<file path="config.mk">
export PLATFORM = sky130hd
export DESIGN_NAME = mux_2to1_8bit_feeder
export DESIGN_NICKNAME = d
export VERILOG_FILES = /design/src/rtl/mux_2to1_8bit_feeder.sv
export SDC_FILE = /design/constraint.sdc
export NUM_CORES = 1
export LEC_CHECK = 0
export CAP_MARGIN = 20
export CORE_MARGIN = 1
export CORE_UTILIZATION = 43
export DETAILED_ROUTE_END_ITERATION = 6
export GPL_ROUTABILITY_DRIVEN = 0
export PLACE_DENSITY = 0.75
export SLEW_MARGIN = 20
export SYNTH_ARGS = -nofsm -noshare
export SYNTH_HDL_FRONTEND = slang
export SYNTH_SLANG_ARGS = --single-unit
export TNS_END_PERCENT = 50
</file>
<file path="constraint.sdc">
create_clock -name clk -period 1.9 [get_ports clk]
set_clock_uncertainty 0.15 [all_clocks]
set_input_delay 0.38 -clock clk [delete_from_list [all_inputs] [get_ports clk]]
set_output_delay 0.38 -clock clk [all_outputs]
set_load 0.02 [all_outputs]
</file>
<file path="src/rtl/mux_2to1_8bit_feeder.sv">
// Operand registers and dwell-timed A/B select sequencer feeding mux_2to1_8bit.
// Only the operand that is not currently selected may be rewritten while running.
//
// state | meaning
// IDLE  | not alternating, sel=0, both operands writable
// RUN_A | alternating, in0 selected (sel=0), only in1 writable
// RUN_B | alternating, in1 selected (sel=1), only in0 writable
module mux_2to1_8bit_feeder #(
  parameter int WIDTH   = 8,
  parameter int DWELL_W = 4
) (
  input  logic               clk,
  input  logic               rst_n,
  input  logic               load_valid,
  output logic               load_ready,
  input  logic               load_dest,
  input  logic [WIDTH-1:0]   load_data,
  input  logic               start,
  input  logic               stop,
  input  logic [DWELL_W-1:0] dwell,
  output logic               busy,
  output logic               sel,
  output logic [WIDTH-1:0]   in0,
  output logic [WIDTH-1:0]   in1,
  output logic [7:0]         phase_count
);

  typedef enum logic [1:0] {
    IDLE  = 2'd0,
    RUN_A = 2'd1,
    RUN_B = 2'd2
  } state_t;

  state_t             state, state_nxt;
  logic [DWELL_W-1:0] cnt, cnt_nxt;
  logic [DWELL_W-1:0] dwell_sh, dwell_sh_nxt;
  logic [DWELL_W-1:0] dwell_eff;
  logic [7:0]         pc_nxt;
  logic [7:0]         pc_inc;

  assign dwell_eff  = (dwell == '0) ? DWELL_W'(1) : dwell;
  assign pc_inc     = (phase_count == 8'hFF) ? phase_count : phase_count + 8'd1;
  assign sel        = (state == RUN_B);
  assign busy       = (state != IDLE);
  assign load_ready = (state == IDLE) || (load_dest != sel);

  always_ff @(posedge clk or negedge rst_n) begin
    if (!rst_n) begin
      state       <= IDLE;
      cnt         <= '0;
      dwell_sh    <= DWELL_W'(1);
      phase_count <= 8'd0;
    end else begin
      state       <= state_nxt;
      cnt         <= cnt_nxt;
      dwell_sh    <= dwell_sh_nxt;
      phase_count <= pc_nxt;
    end
  end

  // stop wins over a phase switch falling on the same edge
  always_comb begin
    state_nxt    = state;
    cnt_nxt      = cnt;
    dwell_sh_nxt = dwell_sh;
    pc_nxt       = phase_count;
    case (state)
      IDLE: begin
        if (start && !stop) begin
          state_nxt    = RUN_A;
          dwell_sh_nxt = dwell_eff;
          cnt_nxt      = dwell_eff - DWELL_W'(1);
          pc_nxt       = 8'd0;
        end
      end
      RUN_A, RUN_B: begin
        if (stop) begin
          state_nxt = IDLE;
        end else if (cnt == '0) begin
          state_nxt = (state == RUN_A) ? RUN_B : RUN_A;
          cnt_nxt   = dwell_sh - DWELL_W'(1);
          pc_nxt    = pc_inc;
        end else begin
          cnt_nxt = cnt - DWELL_W'(1);
        end
      end
      default: state_nxt = IDLE;
    endcase
  end

  always_ff @(posedge clk or negedge rst_n) begin
    if (!rst_n) begin
      in0 <= '0;
      in1 <= '0;
    end else if (load_valid && load_ready) begin
      if (load_dest) in1 <= load_data;
      else           in0 <= load_data;
    end
  end

endmodule

</file>
## After elaboration in Yosys (flattened, before gate mapping)

Index checks and enable logic that the tools add are counted.

- Register bits: 34
- Input port bits: 18
- Output and inout port bits: 27

- Add/subtract/negate cells: 4
- Eq/ne operators: 9
- Multiplexer cells: 15
- Bitwise operators: 1
- Reduce and logical (&&, ||, !) cells: 16

Operators by type and width:

| operator | count |
|---|---|
| $mux 8 | 4 |
| $mux 4 | 4 |
| $pmux 8 s2 | 1 |
| $sub 4x1->4 const B | 3 |
| $add 8x1->8 const B | 1 |
| $eq 8x8->1 const B | 1 |
| $logic_not 4->1 | 2 |
| $mux 2 | 4 |
| $pmux 4 s2 | 1 |
| $reduce_and 2->1 | 4 |
| $ne 2x2->1 const B | 3 |
| $reduce_and 5->1 | 1 |
| $pmux 2 s2 | 1 |
| $reduce_bool 2->1 | 2 |
| $ne 3x3->1 const B | 1 |
| $reduce_and 3->1 | 1 |
| $eq 2x1->1 const B | 1 |
| $eq 2x2->1 const B | 1 |
| $logic_and 1x1->1 | 2 |
| $logic_not 2->1 | 1 |
| $ne 2x1->1 const B | 1 |
| $reduce_or 2->1 | 1 |
| $logic_not 1->1 | 1 |
| $logic_or 1x1->1 | 1 |
| other kinds (2) | 2 |

## Depth between registers and ports, before layout

Gate-level depths: netlist (run 1).

- Depth in word-level cells: 5
- Mapped depth: 10

## Worst setup path after synthesis (run 1)

No wires, ideal clock.

- Path type: reg-to-reg
- Start: reg state[0]
- End: reg in0[0]
- Setup time: 0.125 ns
- Arrival time: 1.743 ns
- Required time: 1.625 ns
- Slack: -0.118 ns
- Stages on the path, launching flop included: 7
- Buffers on the path: 0
- Clock period less this slack: 2.018 ns
- Cells stage by stage: dfrtp_1 inv_1 ha_1 xnor2_1 nand2_1 nand3b_1 mux2_2

- Cells in the longest elaborated chain, start to end: 5
- Elaborated cells between the ends (all ways): 6

Ends and longest elaborated chain:

| item | RTL line | source |
|---|---|---|
| start: declaration | 34 | `state_t state, state_nxt;` |
| start signal: assignment | 54 | `state <= state_nxt;` |
| $eq 2x2->1 | 43 | `assign sel = (state == RUN_B);` |
| net sel | 22 | `output logic sel,` |
| $ne 1x1->1 | 45 | `assign load_ready = (state == IDLE) \|\| (load_dest != sel);` |
| $logic_or 1x1->1 | 45 |  |
| net load_ready | 15 | `output logic load_ready,` |
| $logic_and 1x1->1 | 95 | `end else if (load_valid && load_ready) begin` |
| $reduce_and 2->1 (no source line) | n/a |  |
| end signal: assignment | 97 | `else in0 <= load_data;` |
| end: declaration | 23 | `output logic [WIDTH-1:0] in0,` |

The timed path passes the listed nets, and every way through them passes these cells.
A chain may end at the register's enable or synchronous reset.

## Worst setup path after layout (run 1)

- Start: reg cnt[1]
- End: reg cnt[2]

- Cells in the longest elaborated chain, start to end: 4
- Elaborated cells between the ends (all ways): 5

Ends and longest elaborated chain:

| item | RTL line | source |
|---|---|---|
| start: declaration | 35 | `logic [DWELL_W-1:0] cnt, cnt_nxt;` |
| start signal: assignment | 55 | `cnt <= cnt_nxt;` |
| $sub 4x1->4 / $logic_not 4->1 (equally long branches) | 84, 79 |  |
| $mux 4 (*) | 79 | `end else if (cnt == '0) begin` |
| $mux 4 (*) | 77 | `if (stop) begin` |
| $pmux 4 s2 (*) | 67 | `case (state)` |

Every way passes the cells marked *; elsewhere a longest branch is shown, timed or not. The select of a mux whose other input is x is not followed.

==> impl_results.html, run 1 <==
<table>
<tr><th>Metric</th><th>Value</th></tr>
<tr><th colspan="2">Power and ir drop</th></tr>
<tr><td>Sw power</td><td>1663 µW</td></tr>
<tr><td>Leak Pwr</td><td>~0.0012 µW</td></tr>
<tr><td>Internal power</td><td>2836 µW</td></tr>
<tr><td>Comb pwr share</td><td>54.9%</td></tr>
<tr><td>Power per standard cell area</td><td>1694 nW/µm²</td></tr>
<tr><td>Net switching fraction of the power</td><td>between 30% and 40%</td></tr>
<tr><td>Clock share of power</td><td>18.2%</td></tr>
<tr><td>Sequential group share of total power</td><td>between 20% and 30%</td></tr>
<tr><td>Worst supply voltage drop on vdd</td><td>962.2 µV</td></tr>
<tr><th colspan="2">Clock tree</th></tr>
<tr><td>Clock transition at the registers of the reported paths</td><td>70 ps</td></tr>
<tr><td>Worst-skew pair later-pin latency</td><td>290 ps</td></tr>
<tr><td>TritonCTS Sinks</td><td>34</td></tr>
<tr><td>Clock tree from TritonCTS</td><td>yes</td></tr>
<tr><td>CTS Root Buffer Type</td><td>sky130_fd_sc_hd__clkbuf_8</td></tr>
<tr><td># H-tree levels</td><td>2</td></tr>
<tr><td>Num CTS Buffers</td><td>5</td></tr>
<tr><td>Buffers from clock root to sink, at most</td><td>2</td></tr>
<tr><th colspan="2">Final layout</th></tr>
<tr><td>Sequential cell area</td><td>852.1 µm²</td></tr>
<tr><td>Share of cells above drive strength 1</td><td>35.90%</td></tr>
<tr><td>Number of fillers in the final layout</td><td>about 260</td></tr>
<tr><td>Number of nets in the final layout</td><td>between 200 and 300</td></tr>
<tr><td>Footprint of the multi-input gates</td><td>904.6 µm²</td></tr>
<tr><td>Number of cells in the finished layout apart from fillers</td><td>282</td></tr>
<tr><td>Area overhead of the layout relative to synthesis</td><td>54.18%</td></tr>
<tr><td>ANT cells</td><td>0</td></tr>
<tr><th colspan="2">STA</th></tr>
<tr><td>Clock period minus worst slack</td><td>1974 ps</td></tr>
<tr><td>Hold violation total from the final report</td><td>0</td></tr>
<tr><td>Transition time at the pin with the least slew margin</td><td>between 400 and 500 ps</td></tr>
<tr><td>Final setup violation count</td><td>11</td></tr>
<tr><td>Min setup slack post-route</td><td>-73.68 ps</td></tr>
<tr><td>Headroom to the max-slew limit</td><td>about 71%</td></tr>
<tr><td>Final-report max-slew violation count</td><td>0</td></tr>
<tr><td>Achievable Freq</td><td>a little over 500 MHz</td></tr>
<tr><td>Period utilisation layout</td><td>103.9%</td></tr>
<tr><td>Final TNS setup</td><td>-243.4 ps</td></tr>
<tr><td>Setup repair after global routing missed its margin</td><td>true</td></tr>
<tr><th colspan="2">Floorplan</th></tr>
<tr><td>Width of the die</td><td>65.30 µm</td></tr>
<tr><td>Die height</td><td>65.30 µm</td></tr>
<tr><td>Initial standard-cell utilization of the core</td><td>46.02%</td></tr>
<tr><td>Full die area</td><td>around 4300 µm²</td></tr>
<tr><td>Floorplan Core Area</td><td>3744 µm²</td></tr>
<tr><td>Placement row count</td><td>22</td></tr>
<tr><td>Count of boundary I/O pins</td><td>45</td></tr>
<tr><th colspan="2">Global route</th></tr>
<tr><td>Overall Global Routing Usage</td><td>20.52%</td></tr>
<tr><td>Largest net degree at the start of global routing</td><td>35</td></tr>
<tr><td>Total congestion overflow after global routing</td><td>0</td></tr>
<tr><td>Antenna violations before repair</td><td>0</td></tr>
<tr><td>Vias in the first global route</td><td>1500</td></tr>
<tr><td>Wire length of the first global-routing pass</td><td>6658 µm</td></tr>
<tr><th colspan="2">Synthesis</th></tr>
<tr><td>Synth Warn #</td><td>0</td></tr>
<tr><td>Syn Nets</td><td>178</td></tr>
<tr><td>Post-synth EDFFs</td><td>0</td></tr>
<tr><td>Number of cells produced by synthesis</td><td>154</td></tr>
<tr><td>Per-instance average area after synthesis</td><td>11.19 µm²</td></tr>
<tr><td>Flip-flop cell with the highest count after synthesis</td><td>sky130_fd_sc_hd__dfrtp_1</td></tr>
<tr><td>Flops &amp; latches, synth</td><td>34</td></tr>
<tr><td>Sequential-to-total area share from yosys stat</td><td>49.46%</td></tr>
<tr><td>Async set-reset flop share out of synthesis</td><td>100.0%</td></tr>
<tr><td>Number of distinct library cells after synthesis</td><td>34</td></tr>
<tr><td>Cell area after synthesis</td><td>1723 µm²</td></tr>
<tr><th colspan="2">Worst hold path</th></tr>
<tr><td>Type of the worst min-delay path</td><td>in2async</td></tr>
<tr><th colspan="2">Flow run</th></tr>
<tr><td>Number of maximum-capacitance violations</td><td>0</td></tr>
<tr><th colspan="2">Setup path</th></tr>
<tr><td>Type of the worst setup path</td><td>reg2reg</td></tr>
<tr><td>Worst Setup Start Kind</td><td>flop</td></tr>
<tr><td>Critical path arrival</td><td>between 1500 and 2000 ps</td></tr>
<tr><td>Required time at the worst-slack endpoint</td><td>1920 ps</td></tr>
<tr><td>Kind of end point of the critical path</td><td>flop</td></tr>
<tr><td>Worst-path maximum fanout</td><td>2</td></tr>
<tr><th colspan="2">Routing</th></tr>
<tr><td>Total detailed-routing wirelength</td><td>between 4000 and 5000 µm</td></tr>
<tr><td>Antenna-violating nets left</td><td>0</td></tr>
<tr><td>Violation count after the first detailed-route iteration</td><td>between 50 and 60</td></tr>
<tr><td>Remaining design rule violation count</td><td>0</td></tr>
<tr><td>Routed wire length per instance</td><td>14.69 µm</td></tr>
<tr><td>Total vias in the final route</td><td>1454</td></tr>
<tr><td>Via/cell ratio</td><td>~5.2</td></tr>
<tr><td>Number of detailed-routing iterations run before antenna repair</td><td>4</td></tr>
<tr><th colspan="2">Placement</th></tr>
<tr><td>Count of input and output buffers</td><td>44</td></tr>
<tr><td>Cell count after placement</td><td>269</td></tr>
<tr><td>Dpl hpwl</td><td>a little under 3000 µm</td></tr>
<tr><th colspan="2">Outcome</th></tr>
<tr><td>Violations in the final reports</td><td>negative setup slack</td></tr>
<tr><td>Status</td><td>finished, violations left</td></tr>
</table>
[logic make-up (layout without fill, tap and decap cells)]
kind of cell	Yosys count	in the layout	share of synthesized area, %
adder cells (fa/ha/maj)	6	6	4.357
XOR/XNOR	9	9	4.575
AND/OR/NAND/NOR	52	52	15.98
flip-flops	34	34	49.46
AO/OA/AOI/OAI	21	22	8.787
multiplexers	21	21	13.58
buffers and inverters	11	90	3.268
[flip-flops by register name, summed over array words and instances (netlist names)]
register / cells
in0: 8
phase_count: 8
in1: 8
dwell_sh: 4
cnt: 4
state: 2
[layer usage]
layer	global-route usage (%)	up-vias	wire length, µm
met5	0	-	0
met3	3.646	11	119
met4	8.967	0	84
met1	22.92	716	1615
li1	-	697	-
met2	37.63	30	2323
[layout by cell type, fill, tap and decap left out, types with 2 or more instances in the layout]
cell                              count
sky130_fd_sc_hd__clkdlybuf4s50_1     37
sky130_fd_sc_hd__dfrtp_1             33
sky130_fd_sc_hd__buf_4               25
sky130_fd_sc_hd__mux2_2              19
sky130_fd_sc_hd__nor2_1              15
sky130_fd_sc_hd__nand2_1             11
sky130_fd_sc_hd__xor2_1               7
sky130_fd_sc_hd__nand3_1              6
sky130_fd_sc_hd__clkbuf_8             6
sky130_fd_sc_hd__inv_2                5
sky130_fd_sc_hd__o21ai_0              5
sky130_fd_sc_hd__buf_6                5
sky130_fd_sc_hd__inv_1                4
sky130_fd_sc_hd__a21oi_1              4
sky130_fd_sc_hd__nand3b_1             3
sky130_fd_sc_hd__ha_1                 3
sky130_fd_sc_hd__dlygate4sd2_1        3
sky130_fd_sc_hd__o21ai_2              2
sky130_fd_sc_hd__xnor2_1              2
sky130_fd_sc_hd__nand4_1              2
sky130_fd_sc_hd__a31oi_1              2
sky130_fd_sc_hd__a22o_1               2
sky130_fd_sc_hd__ha_4                 2
sky130_fd_sc_hd__bufinv_16            2
[final cells by class]
type / count / share of cell area (%)
sequential: 34 / 32.08
clock buffer: 6 / 3.109
tap: 48 / 2.261
timing repair buffer: 73 / 24.96
clock inverter: 2 / 2.261
inverter: 9 / 1.272
multi-input combinational: 110 / 34.06
[critical path, stage by stage, from the launching register on]
cell and delay [ps]:
sky130_fd_sc_hd__dfrtp_1 400, sky130_fd_sc_hd__or4_4 560, sky130_fd_sc_hd__o21ai_2 230, sky130_fd_sc_hd__inv_2 80, sky130_fd_sc_hd__ha_4 160, sky130_fd_sc_hd__xor2_1 150, sky130_fd_sc_hd__nand2_1 70, sky130_fd_sc_hd__o21ai_1 60
[metrics by stage]
step           hold WS [ps]  setup WS (ps)  cell area (µm²)  util (%)  total power (µW)
4_1_cts               355.5         -40.98             2608     69.65              4377
3_5_place_dp          343.9         -280.1             2400     64.10              3407
2_1_floorplan        -65.59         -11.95             1734         -              2468
5_1_grt               375.3         -150.4             2656     70.96              4749
6_report              339.0         -73.68             2656     70.96              4499
3_3_place_gp          320.0         -274.4             2400     64.10              3299
[timing repair]
item,4_1_cts,5_1_grt
endpoints found under the setup margin,24,34
resized for setup,21,15
cloned,1,0
setup buffers,3,1
hold buffers,0,0
pin swaps,7,11
[path summary, 6_finish.rpt]
check	slack (ps)	depth (start not counted)	start	end
min in group clk	350	1	in1[1]	in1[1]
worst max-delay path	-70	7	cnt[1]	cnt[2]
worst max register to register	-70	7	cnt[1]	cnt[2]
worst min register to register	350	1	in1[1]	in1[1]
max in group asynchronous	930	2	rst_n	dwell_sh[0]
worst min-delay path	340	2	rst_n	phase_count[7]
[power groups by stage]
stage / clock network [µW] / logic [µW] / registers, µW
after floorplan: 0 / 1050 / 1420
after global placement: 0 / 2110 / 1190
after detailed placement: 0 / 2190 / 1220
after CTS: 835 / 2340 / 1200
after global routing: 865 / 2650 / 1240
final: 818 / 2470 / 1210
[synthesized netlist by cell type (2+ instances only)]
cell                        n  share of area (%)
sky130_fd_sc_hd__a21oi_1    5                1.5
sky130_fd_sc_hd__a22o_1     2                1.0
sky130_fd_sc_hd__a31oi_1    2               0.73
sky130_fd_sc_hd__and4_2     2                1.2
sky130_fd_sc_hd__buf_6      2                1.3
sky130_fd_sc_hd__dfrtp_1   33                 48
sky130_fd_sc_hd__ha_1       6                4.4
sky130_fd_sc_hd__inv_1      9                2.0
sky130_fd_sc_hd__mux2_2    19                 12
sky130_fd_sc_hd__mux2i_1    2                1.2
sky130_fd_sc_hd__nand2_1   12                2.6
sky130_fd_sc_hd__nand3_1    7                2.0
sky130_fd_sc_hd__nand3b_1   3                1.3
sky130_fd_sc_hd__nand4_1    2               0.73
sky130_fd_sc_hd__nor2_1    15                3.3
sky130_fd_sc_hd__nor3_1     2               0.58
sky130_fd_sc_hd__o21ai_0    6                1.7
sky130_fd_sc_hd__o21ai_1    2               0.58
sky130_fd_sc_hd__xnor2_1    2                1.0
sky130_fd_sc_hd__xor2_1     7                3.6
Note: power is estimated with default switching activity, not from simulation.
==> run 2, diff against run 1 <==
ABC_CLOCK_PERIOD_IN_PS = 1900   (was unset)
CORE_ASPECT_RATIO = 0.75   (was unset)
==> run 2 against run 1 <==
Compared with the run above: the run still ends with negative setup slack left; clock-buffer cell count grew 1; register-to-register slack better by 30 ps; flip-flop and latch count did not move; non-clock buffer count increased by 2; highest routed layer unchanged.
==> impl_results.html, run 2 (same netlist as run 1, synthesis figures left out) <==
<table>
<tr><th>Metric</th><th>Value</th></tr>
<tr><th colspan="2">Outcome</th></tr>
<tr><td>Status</td><td>finished, violations left</td></tr>
<tr><td>Violations in the final reports</td><td>negative setup slack</td></tr>
<tr><th colspan="2">Final layout</th></tr>
<tr><td>Commonest cells after routing, fill and taps aside</td><td>sky130_fd_sc_hd__clkdlybuf4s50_1 (36), sky130_fd_sc_hd__dfrtp_1 (33), sky130_fd_sc_hd__buf_4 (28)</td></tr>
<tr><td>Number of cells in the finished layout apart from fillers</td><td>287 (+1.8%)</td></tr>
<tr><td>Fin area</td><td>2624 µm² (-1.2%)</td></tr>
<tr><td>Number of fillers in the final layout</td><td>303 (+15%)</td></tr>
<tr><td>Area overhead of the layout relative to synthesis</td><td>52.29%</td></tr>
<tr><td>Registers with the highest flip-flop counts</td><td>in0 x8, in1 x8, phase_count x8</td></tr>
<tr><td>Number of nets in the final layout</td><td>259 (+0.78%)</td></tr>
<tr><td>Share of cells above drive strength 1</td><td>35.74% (-0.15 points)</td></tr>
<tr><td>Footprint of the multi-input gates</td><td>919.6 µm² (+1.7%)</td></tr>
<tr><td>Commonest non-fill, non-tap cell in the layout</td><td>sky130_fd_sc_hd__clkdlybuf4s50_1</td></tr>
<tr><td>ANT cells</td><td>0 (unchanged)</td></tr>
<tr><td>Post-layout utilization of the core</td><td>69.85% (-1.1 points)</td></tr>
<tr><td>Sequential cell area</td><td>852.1 µm² (unchanged)</td></tr>
<tr><th colspan="2">Power and ir drop</th></tr>
<tr><td>Power per standard cell area</td><td>1570 nW/µm² (-7.3%)</td></tr>
<tr><td>Post-layout total power</td><td>4121 µW (-8.4%)</td></tr>
<tr><td>Internal power</td><td>2514 µW (-11%)</td></tr>
<tr><td>Net switching fraction of the power</td><td>38.98% (+2.0 points)</td></tr>
<tr><td>Worst supply voltage drop on vdd</td><td>960.8 µV (-0.14%)</td></tr>
<tr><td>Sequential group share of total power</td><td>28.9% (+2.0 points)</td></tr>
<tr><td>Comb pwr share</td><td>59.3% (+4.4 points)</td></tr>
<tr><td>Clock share of power</td><td>11.8% (-6.4 points)</td></tr>
<tr><td>Leak Pwr</td><td>0.001190 µW (about the same)</td></tr>
<tr><td>Sw power</td><td>1606 µW (-3.4%)</td></tr>
<tr><th colspan="2">Floorplan</th></tr>
<tr><td>Die height</td><td>56.82 µm (-13%)</td></tr>
<tr><td>Floorplan Core Area</td><td>3756 µm² (+0.33%)</td></tr>
<tr><td>Full die area</td><td>4267 µm² (about the same)</td></tr>
<tr><td>Width of the die</td><td>75.09 µm (+15%)</td></tr>
<tr><td>Placement row count</td><td>19 (-14%)</td></tr>
<tr><td>Initial standard-cell utilization of the core</td><td>45.87% (-0.15 points)</td></tr>
<tr><td>Count of boundary I/O pins</td><td>45 (unchanged)</td></tr>
<tr><th colspan="2">Setup path</th></tr>
<tr><td>Cells along the critical path</td><td>inv_2 -&gt; ha_4 -&gt; buf_6 -&gt; o32a_1 -&gt; inv_1 -&gt; ha_1 -&gt; xor2_1 -&gt; nand2_1 -&gt; o21ai_1</td></tr>
<tr><td>Slowest-stage cell, CP</td><td>sky130_fd_sc_hd__dfrtp_1</td></tr>
<tr><td>Worst Setup Start Kind</td><td>flop</td></tr>
<tr><td>Worst-path maximum fanout</td><td>6 (+4)</td></tr>
<tr><td>Longest individual stage delay on the worst path</td><td>410 ps (-150 ps)</td></tr>
<tr><td>Kind of cell with the highest combined delay on the critical path</td><td>compound AO/OA/AOI/OAI gates</td></tr>
<tr><td>Type of the worst setup path</td><td>reg2reg</td></tr>
<tr><td>Worst path buffer plus inverter count</td><td>3 (+2)</td></tr>
<tr><td>Critical path arrival</td><td>2000 ps (about the same)</td></tr>
<tr><td>Register-to-register setup slack</td><td>-50 ps (+30 ps)</td></tr>
<tr><td>Required time at the worst-slack endpoint</td><td>1950 ps (+30 ps)</td></tr>
<tr><td>Kind of end point of the critical path</td><td>flop</td></tr>
<tr><th colspan="2">Clock tree</th></tr>
<tr><td>TritonCTS Sinks</td><td>34 (unchanged)</td></tr>
<tr><td>Hold_buf cts</td><td>0 (unchanged)</td></tr>
<tr><td>CTS Root Buffer Type</td><td>sky130_fd_sc_hd__clkbuf_8</td></tr>
<tr><td># H-tree levels</td><td>2 (unchanged)</td></tr>
<tr><td>Buffers from clock root to sink, at most</td><td>2 (unchanged)</td></tr>
<tr><td>Clock tree from TritonCTS</td><td>yes</td></tr>
<tr><td>Num CTS Buffers</td><td>5 (unchanged)</td></tr>
<tr><td>Clock transition at the registers of the reported paths</td><td>70 ps (about the same)</td></tr>
<tr><td>Worst-skew pair later-pin latency</td><td>290 ps (about the same)</td></tr>
<tr><th colspan="2">STA</th></tr>
<tr><td>Final-report max-slew violation count</td><td>0 (unchanged)</td></tr>
<tr><td>Setup repair after global routing missed its margin</td><td>true</td></tr>
<tr><td>Headroom to the max-slew limit</td><td>71.77% (+0.42 points)</td></tr>
<tr><td>Transition time at the pin with the least slew margin</td><td>423.4 ps (-6.355 ps)</td></tr>
<tr><td>Hold violation total from the final report</td><td>0 (unchanged)</td></tr>
<tr><td>Achievable Freq</td><td>513.9 MHz (+1.4%)</td></tr>
<tr><td>Period utilisation layout</td><td>102.4% (-1.5 points)</td></tr>
<tr><td>Final setup violation count</td><td>6 (-5)</td></tr>
<tr><td>Clock period minus worst slack</td><td>1946 ps (-27.94 ps)</td></tr>
<tr><td>Min setup slack post-route</td><td>-45.74 ps (+27.94 ps)</td></tr>
<tr><th colspan="2">Placement</th></tr>
<tr><td>Placed Area</td><td>2427 µm² (+1.1%)</td></tr>
<tr><td>Dpl hpwl</td><td>2952 µm (-0.26%)</td></tr>
<tr><td>Cell count after placement</td><td>276 (+2.6%)</td></tr>
<tr><td>Count of input and output buffers</td><td>44 (unchanged)</td></tr>
<tr><th colspan="2">Global route</th></tr>
<tr><td>Vias in the first global route</td><td>1499 (-0.067%)</td></tr>
<tr><td>GR met3 Demand/Resource</td><td>6.104% (+2.5 points)</td></tr>
<tr><td>Met1 Use GR</td><td>27.68% (+4.8 points)</td></tr>
<tr><td>Peak-usage layer in the global routing report</td><td>met2</td></tr>
<tr><td>Total congestion overflow after global routing</td><td>0 (unchanged)</td></tr>
<tr><td>Antenna violations before repair</td><td>0 (unchanged)</td></tr>
<tr><td>Overall Global Routing Usage</td><td>21.67% (+1.2 points)</td></tr>
<tr><td>Largest net degree at the start of global routing</td><td>35 (unchanged)</td></tr>
<tr><td>Met2 demand-to-capacity share in global routing</td><td>36.16% (-1.5 points)</td></tr>
<tr><td>Wire length of the first global-routing pass</td><td>6844 µm (+2.8%)</td></tr>
<tr><th colspan="2">Routing</th></tr>
<tr><td>Total detailed-routing wirelength</td><td>4125 µm (-0.43%)</td></tr>
<tr><td>Remaining design rule violation count</td><td>0 (unchanged)</td></tr>
<tr><td>Total vias in the final route</td><td>1467 (+0.89%)</td></tr>
<tr><td>Violation count after the first detailed-route iteration</td><td>69 (+21%)</td></tr>
<tr><td>Number of detailed-routing iterations run before antenna repair</td><td>4 (unchanged)</td></tr>
<tr><td>Via/cell ratio</td><td>5.111 (-0.86%)</td></tr>
<tr><td>Routed wire length per instance</td><td>14.37 µm (-2.2%)</td></tr>
<tr><td>Antenna-violating nets left</td><td>0 (unchanged)</td></tr>
<tr><th colspan="2">Flow run</th></tr>
<tr><td>Number of maximum-capacitance violations</td><td>0 (unchanged)</td></tr>
<tr><th colspan="2">Worst hold path</th></tr>
<tr><td>Type of the worst min-delay path</td><td>in2async</td></tr>
</table>
## run 2: cell types whose count changed in the layout (fill, tap and decap cells not counted), moves of 2 or more
cell                        change
sky130_fd_sc_hd__buf_4          +3
sky130_fd_sc_hd__buf_6          -2
sky130_fd_sc_hd__bufinv_16      -2
sky130_fd_sc_hd__clkbuf_1       +2
sky130_fd_sc_hd__inv_1          +2
sky130_fd_sc_hd__inv_2          -2
sky130_fd_sc_hd__nand3_1        -2
sky130_fd_sc_hd__nand3_2        +2
## run 2: layout make-up
cell class	instances	share of cell area, %
repair buffers	75	25.80
inverters	9	1.288
multi-input cells	110	35.05
well taps	52	2.480
flip-flops and latches	34	32.47
clock buffers	7	2.909
## run 2: what timing repair did
item	in CTS	in global routing
setup buffers	2	1
cloned	1	0
hold endpoints to repair	0	0
gates resized for setup	24	11
endpoints found under the setup margin	19	33
pin swaps	5	6
## run 2: power by group through the flow
stage	Combinational [µW]	Sequential (µW)	Clock, µW
2_1_floorplan	1050	1420	0
3_3_place_gp	2180	1180	0
3_5_place_dp	2240	1200	0
4_1_cts	2390	1190	506
5_1_grt	2640	1230	529
6_report	2450	1190	484
## run 2: final timing paths
path	start	endpoint	cells past startpoint
setup / recovery	state[1]	cnt[2]	9
hold / removal	rst_n	phase_count[0]	2
setup reg to reg	state[1]	cnt[2]	9
hold reg to reg	dwell_sh[0]	dwell_sh[0]	2
max in group asynchronous	rst_n	dwell_sh[0]	2
min in group clk	dwell_sh[0]	dwell_sh[0]	2
## run 2: metal layers
| layer | vias up | share of wire (%) |
|---|---|---|
| li1 | 705 | - |
| met1 | 717 | 44 |
| met5 | - | 0 |
| met4 | 0 | 1.2 |
| met2 | 39 | 50 |
| met3 | 6 | 5.2 |
## run 2: through the flow
stage	hold slack [ps]	TNS [ps]	worst slack [ps]
detailed placement	336.1	-5383	-310.0
floorplan	-65.59	-89.52	-11.95
CTS	338.6	-35.61	-35.61
finish	337.7	-71.52	-45.74
global route	372.8	-2280	-153.1
global placement	319.2	-3974	-264.0
## run 2: worst register-to-register path: stages (launching register included)
cell                      delay (ps)
sky130_fd_sc_hd__dfrtp_1         410
sky130_fd_sc_hd__inv_2            90
sky130_fd_sc_hd__ha_4            210
sky130_fd_sc_hd__buf_6           130
sky130_fd_sc_hd__o32a_1          370
sky130_fd_sc_hd__inv_1            70
sky130_fd_sc_hd__ha_1            160
sky130_fd_sc_hd__xor2_1          140
sky130_fd_sc_hd__nand2_1          60
sky130_fd_sc_hd__o21ai_1          70
==> run 3, diff against run 2 <==
CORE_MARGIN = unset   (was 1)
==> results of run 3 <==
Final layout, timing and power as in run 2 (identical DEF).
==> RTL change (config.mk and constraints of run 1) <==
Reset style: synchronous (`rst_n`), changed in 2 clocked blocks.
--- a/src/rtl/mux_2to1_8bit_feeder.sv
+++ b/src/rtl/mux_2to1_8bit_feeder.sv
@@ -44,7 +44,7 @@
   assign busy       = (state != IDLE);
   assign load_ready = (state == IDLE) || (load_dest != sel);
 
-  always_ff @(posedge clk or negedge rst_n) begin
+  always_ff @(posedge clk) begin
     if (!rst_n) begin
       state       <= IDLE;
       cnt         <= '0;
@@ -88,7 +88,7 @@
     endcase
   end
 
-  always_ff @(posedge clk or negedge rst_n) begin
+  always_ff @(posedge clk) begin
     if (!rst_n) begin
       in0 <= '0;
       in1 <= '0;
Behaviour: differs if rst_n is asserted again (counterexample within 4 cycles, from zero or initial values and one cycle with rst_n low); with rst_n held inactive, the same outputs for 10 cycles.
==> RTL change against run 1 <==
Synthesized area shrank 2.4%. Wire length grew 4.0%. Final cell count grew 6.0%. Synthesized cell count grew 14%. Sequential cell count is the same. Global-route usage grew 1.6 points. Design area shrank 1.7%. Worst hold slack gained 0.024 ns. Setup slack gained 0.11 ns. Critical endpoint is now phase_count[1]$_SDFFE_PN0P_. Highest routed layer unchanged.
Power is not compared: it rests on default switching activity, and its combinational part moved more than twofold at a synthesized area within 25%.
==> RTL change: results (changes against run 1) <==
status:
  status: "finished, final reports clean"  # was finished, violations left
min_path:
  holdPathStages: 2
  hold_path_startpoint: "phase_count[1]$_SDFFE_PN0P_"
  hold_end: "phase_count[1]$_SDFFE_PN0P_"
  min_path_type: "flop to flop"  # was primary input to asynchronous set/reset pin
sta:
  setup_tns_ns: 0  # was -0.243 ns
  slew-limit-headroom_pct: 76.7  # was 71.4%
  layout_setup_ws_ns: 0.0331  # was -0.0737 ns
placed_design:
  io_buffers: 44  # unchanged
  place_area_um2: 2400  # about the same
  pre_cts_slack_ns: -0.277  # was -0.280 ns
  dp_hpwl_um: 3060  # was 2960 µm
logic_synthesis:
  synth_edf_count: 0  # unchanged
  async_flop_share_pct: 0  # was 100%
  synth_nets: 200  # was 178
  synth_area_leaders: "dfxtp_1, mux2i_1, nor2b_1, ha_1, xnor2_1"  # was dfrtp_1, mux2_2, ha_1, xor2_1, nor2_1
  yosysSeqAreaShare_pct: 40.5  # was 49.5%
  synthDistinctLibCells: 35  # was 34
  ys_top_cells_by_count: "dfxtp_1, nor2b_1, mux2i_1"  # was dfrtp_1, mux2_2, nor2_1
global_routing:
  grt_pass1_wl_um: 7070  # was 6660 µm
  grt_pass1_vias: 1571  # was 1500
  grt_max_degree: 21  # was 35
  antenna_found_initial: 0  # unchanged
  grtUsageTotal_pct: 22.1  # was 20.5%
setup_path:
  ff2ff_path_depth: 7  # unchanged
  crit_path_top_delay_cell: "dfxtp_2"  # was or4_4
  reg2reg_slack_ns: 0.03  # was -0.07 ns
  path_delay_family: "simple AND/OR/NAND/NOR gates"  # unchanged
  rr_endpoint: "phase_count[1]$_SDFFE_PN0P_"  # was cnt[2]$_DFFE_PN0P_
  critical_path_class: "flop to flop"  # unchanged
  slowest_delay_ns: 0.35  # was 0.56 ns
  crit_path_max_fanout: 7  # was 2
  crit_start: "state[1]$_SDFFE_PN0P_"  # was cnt[1]$_DFFE_PN0P_
cts:
  htreeDepth: 2  # unchanged
  clk_pin_slew_ns: 0.07  # about the same
  hold_buffers: 0  # unchanged
  cts-buffers-inserted: 5  # unchanged
  root_buffer: "clkbuf_8"  # unchanged
  cts_buffer_depth: 2  # unchanged
  clk_latency_ns: 0.29  # about the same
routing:
  wirelength_um: 4310  # was 4140 µm
  dr.pass1.iters: 4  # unchanged
  viasPerCell: 5.18  # was 5.16
  drt_iter0_drc: 54  # was 57
power:
  vdd_drop_max_mv: 0.547
finish:
  final_nets: 274  # was 257
  layout-drive-gt1-share_pct: 24.7  # was 35.9%
  fill_cells: 283  # was 264
  top_regs: "in0 (8), in1 (8), phase_count (8)"  # unchanged
  n_antenna_cell: 0  # unchanged
-- RTL change: cell count changes after synthesis, sizes merged, moves of 4 or more --
cell	run 1	this run
xor2	7	0
nor2	15	9
mux2	19	0
dfrtp	33	0
a21oi	5	9
nor2b	1	22
xnor2	2	8
dfxtp	0	34
mux2i	2	21
-- RTL change: where the power goes --
part | internal [W] | switching [W]
clock network | 0.000386 | 0.000259
registers | 0.000763 | 0.0000513
logic | 0.000344 | 0.000337
total | 0.00149 | 0.000648
-- RTL change: metrics by stage --
| step | hold WS (ns) | std cells |
|---|---|---|
| floorplan | 0.323 | 176 |
| global placement | 0.347 | 287 |
| detailed placement | 0.359 | 287 |
| CTS | 0.368 | 295 |
| global route | 0.388 | 299 |
| finish | 0.363 | 299 |
-- RTL change: layout make-up --
type / instances / area, µm² / area share [%]
clock buffer: 5 / 68.8 / 2.64
clock inverter: 3 / 40.0 / 1.53
inverter: 7 / 26.3 / 1.01
multi-input combinational: 128 / 1040 / 40.0
sequential: 34 / 684 / 26.2
tap: 48 / 60.1 / 2.30
timing repair buffer: 74 / 687 / 26.3
-- RTL change: what timing repair did --
item,CTS,global route
gates resized for setup,10,18
setup endpoints to repair,14,30
setup buffers,0,4
pin swaps,2,10
hold endpoints to repair,0,0
-- RTL change: cells by family after synthesis --
logic type	synth area share (%)
buffers and inverters	3.42
adders and majority gates	4.46
xor gates and xnor gates	4.17
muxes	12.5
DFF	40.5
AOI/OAI and AO/OA	12.8
and+or+nand+nor	22.2
-- RTL change: routing by layer --
metal / vias up / part of all wire (%) / global-route usage [%]
met4: 0 / 2.1 / 8.61
met5: - / 0 / 0
met2: 51 / 51 / 39.5
li1: 757 / - / -
met1: 730 / 42 / 24.9
met3: 10 / 4.7 / 5.81
